===== src/rtl/morse_decoder.sv =====
// Morse receive decoder: samples w once per clk, assembles dot/dash letters.
// Optional ASCII lookup enabled by defining MORSE_ASCII_EN.
module morse_decoder #(
    parameter int DOT_MAX    = 2,
    parameter int DASH_MAX   = 6,
    parameter int LETTER_GAP = 3,
    parameter int MAX_SYMS   = 6,
    parameter int CNT_W      = 4
) (
    input  logic                clk,
    input  logic                rst_n,
    input  logic                w,
    output logic [MAX_SYMS-1:0] code,
    output logic [2:0]          len,
    output logic                valid,
    output logic                is_b,
    output logic                err,
    output logic [7:0]          ascii
);

    typedef enum logic [1:0] {IDLE, MARK, SPACE} state_t;

    localparam logic [CNT_W-1:0] RUN_ONE  = CNT_W'(1);
    localparam logic [CNT_W-1:0] DOT_LIM  = CNT_W'(DOT_MAX);
    localparam logic [CNT_W-1:0] DASH_LIM = CNT_W'(DASH_MAX);
    localparam logic [CNT_W-1:0] GAP_LIM  = CNT_W'(LETTER_GAP);
    localparam logic [2:0]       SYM_LIM  = 3'(MAX_SYMS);
    localparam logic [MAX_SYMS-1:0] B_CODE = MAX_SYMS'(1);

    state_t              state;
    logic [CNT_W-1:0]    run;
    logic [2:0]          cnt;
    logic [MAX_SYMS-1:0] sreg;
    logic                flag;

    logic [CNT_W-1:0]    run_inc;
    logic [MAX_SYMS-1:0] sreg_nx;
    logic [2:0]          cnt_nx;
    logic                flag_nx;
    logic                do_emit;
    logic [MAX_SYMS-1:0] em_sreg;
    logic [2:0]          em_cnt;
    logic                em_flag;

`ifdef MORSE_ASCII_EN
    // Letters A-Z keyed on {symbol count, pattern}; bit 0 is the first symbol.
    function automatic logic [7:0] lookup(input logic [8:0] key);
        case (key)
            {3'd2, 6'b000010}: return 8'h41;
            {3'd4, 6'b000001}: return 8'h42;
            {3'd4, 6'b000101}: return 8'h43;
            {3'd3, 6'b000001}: return 8'h44;
            {3'd1, 6'b000000}: return 8'h45;
            {3'd4, 6'b000100}: return 8'h46;
            {3'd3, 6'b000011}: return 8'h47;
            {3'd4, 6'b000000}: return 8'h48;
            {3'd2, 6'b000000}: return 8'h49;
            {3'd4, 6'b001110}: return 8'h4A;
            {3'd3, 6'b000101}: return 8'h4B;
            {3'd4, 6'b000010}: return 8'h4C;
            {3'd2, 6'b000011}: return 8'h4D;
            {3'd2, 6'b000001}: return 8'h4E;
            {3'd3, 6'b000111}: return 8'h4F;
            {3'd4, 6'b000110}: return 8'h50;
            {3'd4, 6'b001011}: return 8'h51;
            {3'd3, 6'b000010}: return 8'h52;
            {3'd3, 6'b000000}: return 8'h53;
            {3'd1, 6'b000001}: return 8'h54;
            {3'd3, 6'b000100}: return 8'h55;
            {3'd4, 6'b001000}: return 8'h56;
            {3'd3, 6'b000110}: return 8'h57;
            {3'd4, 6'b001001}: return 8'h58;
            {3'd4, 6'b001101}: return 8'h59;
            {3'd4, 6'b000011}: return 8'h5A;
            default:           return 8'h3F;
        endcase
    endfunction
`endif

    // Classify the finishing mark and decide whether this edge ends a letter.
    always_comb begin
        run_inc = (run == {CNT_W{1'b1}}) ? run : run + RUN_ONE;
        sreg_nx = sreg;
        cnt_nx  = cnt;
        flag_nx = flag;
        if (run > DASH_LIM || cnt == SYM_LIM)
            flag_nx = 1'b1;
        if (cnt != SYM_LIM) begin
            sreg_nx[cnt] = (run > DOT_LIM);
            cnt_nx       = cnt + 3'd1;
        end
        do_emit = 1'b0;
        em_sreg = sreg;
        em_cnt  = cnt;
        em_flag = flag;
        case (state)
            MARK: begin
                do_emit = !w && (GAP_LIM <= RUN_ONE);
                em_sreg = sreg_nx;
                em_cnt  = cnt_nx;
                em_flag = flag_nx;
            end
            SPACE: do_emit = !w && (run_inc >= GAP_LIM);
            default: do_emit = 1'b0;
        endcase
    end

    // Letter FSM with registered emit outputs.
    always_ff @(posedge clk or negedge rst_n) begin
        if (!rst_n) begin
            state <= IDLE;
            run   <= '0;
            cnt   <= '0;
            sreg  <= '0;
            flag  <= 1'b0;
            code  <= '0;
            len   <= '0;
            valid <= 1'b0;
            is_b  <= 1'b0;
            err   <= 1'b0;
`ifdef MORSE_ASCII_EN
            ascii <= 8'h00;
`endif
        end else begin
            valid <= 1'b0;
            if (do_emit) begin
                valid <= 1'b1;
                err   <= em_flag;
                if (em_flag) begin
                    code <= '0;
                    len  <= '0;
                    is_b <= 1'b0;
                end else begin
                    code <= em_sreg;
                    len  <= em_cnt;
                    is_b <= (em_cnt == 3'd4) && (em_sreg == B_CODE);
                end
`ifdef MORSE_ASCII_EN
                ascii <= em_flag ? 8'h3F : lookup({em_cnt, 6'(em_sreg)});
`endif
            end
            case (state)
                IDLE: begin
                    if (w) begin
                        state <= MARK;
                        run   <= RUN_ONE;
                    end
                end
                MARK: begin
                    if (w) begin
                        run <= run_inc;
                    end else if (do_emit) begin
                        state <= IDLE;
                        run   <= '0;
                        cnt   <= '0;
                        sreg  <= '0;
                        flag  <= 1'b0;
                    end else begin
                        state <= SPACE;
                        run   <= RUN_ONE;
                        cnt   <= cnt_nx;
                        sreg  <= sreg_nx;
                        flag  <= flag_nx;
                    end
                end
                SPACE: begin
                    if (w) begin
                        state <= MARK;
                        run   <= RUN_ONE;
                    end else if (do_emit) begin
                        state <= IDLE;
                        run   <= '0;
                        cnt   <= '0;
                        sreg  <= '0;
                        flag  <= 1'b0;
                    end else begin
                        run <= run_inc;
                    end
                end
                default: state <= IDLE;
            endcase
        end
    end

`ifndef MORSE_ASCII_EN
    assign ascii = 8'h00;
`endif

endmodule


===== config.mk =====
export PLATFORM = sky130hd
export DESIGN_NAME = morse_decoder
export DESIGN_NICKNAME = d
export VERILOG_FILES = /design/src/rtl/morse_decoder.sv
export SDC_FILE = /design/constraint.sdc
export NUM_CORES = 1
export LEC_CHECK = 0
export CAP_MARGIN = 20
export CORE_UTILIZATION = 39
export CTS_BUF_LIST = sky130_fd_sc_hd__clkbuf_16
export DETAILED_ROUTE_END_ITERATION = 16
export PLACE_DENSITY_LB_ADDON = 0.12
export SYNTH_ARGS = -nofsm -noshare
export SYNTH_HDL_FRONTEND = slang
export SYNTH_SLANG_ARGS = --single-unit

===== constraint.sdc =====
create_clock -name clk -period 1.92 [get_ports clk]
set_input_delay 0.384 -clock clk [delete_from_list [all_inputs] [get_ports clk]]
set_output_delay 0.384 -clock clk [all_outputs]
set_load 0.01 [all_outputs]

==> metrics.yaml <==
run_status:
  outcome: "complete, but fails checks"
  violations: "design-rule violations"
setup_path:
  cp_cell_sequence: "a21bo_2 > a2111oi_4 > buf_6 > a211o_1 > buf_6 > a311oi_2 > a21o_1"
  critPathRequiredTime_ps: 2080
  crit_path_end_kind: "register"
  path_buf_inv: 2
  cp_common_cell: "buf_6"
  cp_max_fo: 9
  timing.critical_path.from_type: "register"
  cpPeakStageDelay_ps: 450
  crit_arrival_ps: 2060
  critPathSlowestCell: "dfrtp_2"
  crit_family: "compound AO/OA/AOI/OAI gates"
  critPathKind: "register to register"
pwr:
  peakVddDrop_uv: 816
  power_mw: 3.92
  leakagePower_nw: 1.09
  power_density_mw_per_mm2: 1580
layout:
  layout_commonest_cell: "buf_4"
  multi_input_area_mm2: 0.00113
  final_cell_mix: "32 x buf_4, 25 x dfrtp_1, 22 x nand2_1"
  utilization: 0.559
  fillers: 397
  layout-drive-gt1-share: 0.254
  nNetsFinal: 268
  antenna_cells: 0
  seq_area_um2: 704
  area_delta_synth_final_pct: 36.0
clock_tree:
  path_clk_slew_ps: 70
  root_buffer: "clkbuf_16"
  clock_sinks: 28
  cts_made_buffers: 3
  htreeDepth: 1
  cts_tree: "yes"
  cts_buffer_depth: 2
  clk_latency_ps: 270
global_route:
  antenna_found_initial: 0
  grt_pass1_vias: 1613
  grt_max_degree: 29
  overflow: 0
  grt_pass1_wl_um: 7670
  grt_use_met2: 0.321
  grt_util_met3: 0.0375
  grt_use_met1: 0.268
  top_usage_layer: "met2"
  grt_usage: 0.197
logic_synthesis:
  yosys.cell_types.count: 47
  async_flop_share: 1.00
  netlist_instances: 210
  synth_edf_count: 0
  yosysTopAreaCellShare: 0.383
  yosysTopAreaCell: "dfrtp_1"
  synth_area_leaders: "dfrtp_1 38%, ha_1 5.5%, o21ai_0 5.2%"
  ys_ff_latch: 28
  seq_area_frac_synth: 0.383
  syn_area_mm2: 0.00183
  yosysWarnings: 0
  synth_ff_type: "dfrtp_1"
  avgSynthCellArea_um2: 8.70
timing:
  rsz0062_at_grt: "yes"
  fmax_mhz: 526
  setup_violations: 0
  finClkSkew_ps: 3.32
  holdWs_ps: 477
  period_share: 0.991
  finalMaxSlewViolations: 0
  hold_viol: 0
  setup_ws_ps: 17.2
  min_period_ps: 1900
placed_design:
  dp_slack_ps: -195
  gp_congestion: 0.800
  place_hpwl_um: 3220
  port_buffers: 14
floorplan:
  die-width_um: 70.5
  design.core.area_mm2: 0.00444
  dieHeight_um: 70.5
  die-area_mm2: 0.00497
  start_util: 0.411
  io_pins: 23
  row_count: 24
drt:
  drt-initial-drc-count: 67
  first_pass_iters: 10
  routed_via_density: 5.44
  drt_wl_total_um: 4510
  avgRoutedWirePerCell_um: 14.6
  drtAntennaViolNets: 0
  vias: 1677
  drc: 6
flow_run:
  drv_cap: 0
hold_path:
  hold_path_class: "register to register"
worst min-delay path: stages, from the launching register on:
cell	delay, ps
dfrtp_1	340
nand2_1	40
o21ai_0	60
flip-flops by register name (all words and copies together) (netlist names):
name and cells:
cnt 3, code 6, err 1, flag 1, is_b 1, len 3, run 4, sreg 6
state 2, valid 1
area by class of cell:
| type | instances | share of cell area |
|---|---|---|
| flip-flops and latches | 28 | 0.283 |
| inverters | 10 | 0.0151 |
| clock buffers | 3 | 0.0302 |
| well taps | 52 | 0.0262 |
| multi-input cells | 162 | 0.453 |
| clock inverters | 1 | 0.0121 |
| repair buffers | 52 | 0.180 |
kinds of logic (layout without fill, tap and decap cells):
family	count (synthesis)	count (layout)	share of synthesized area
AOI/OAI and AO/OA	72	73	0.271
xor gates and xnor gates	3	3	0.0144
adders and majority gates	8	8	0.0548
buffers and inverters	28	66	0.0787
DFF	28	28	0.383
muxes	2	2	0.0116
other	1	8	0.00205
and+or+nand+nor	68	68	0.184
final timing paths:
check / from / endpoint / slack [ps] / cells after the start
worst max-delay path: run[2] / code[4] / 20 / 7
worst max register to register: run[2] / code[4] / 20 / 7
min in group asynchronous: rst_n / err / 500 / 2
worst min register to register: code[0] / code[0] / 480 / 2
max in group asynchronous: rst_n / state[0] / 1120 / 2
worst min-delay path: code[0] / code[0] / 480 / 2
cells in the mapped netlist (6+ instances only):
master and count:
a21oi_1 14, a22o_1 6, a31oi_1 8, buf_4 10, clkbuf_1 7, dfrtp_1 28
ha_1 8, inv_1 9, nand2_1 22, nand2b_1 7, nor2_1 17, nor2b_1 7
o21ai_0 19
metrics by stage:
step | TNS [ps] | instances | instance area, um2
global route | -306 | 308 | 2490
finish | 0 | 308 | 2490
floorplan | -0.144 | 217 | 1860
CTS | 0 | 304 | 2400
detailed placement | -1490 | 296 | 2190
global placement | -839 | 296 | 2190
power by group:
part / internal, mW / switching, mW
Clock: 0.416 / 0.213
Sequential: 0.780 / 0.166
Combinational: 1.15 / 1.19
Total: 2.34 / 1.57
routing by layer:
layer	share of wire	up-vias	wire, um
li1	-	831	-
met1	0.47	800	2140
met2	0.49	40	2210
met3	0.029	6	130
met4	0.0082	0	37
met5	0	-	0
timing repair:
| item | CTS | global route |
|---|---|---|
| setup endpoints to repair | 17 | 23 |
| resized for setup | 19 | 16 |
| hold buffers | 0 | 0 |
| buffers inserted | 3 | 3 |
| pin swaps | 5 | 6 |
| cloned | 1 | 1 |
No activity file was read; power rests on OpenSTA's default activity.
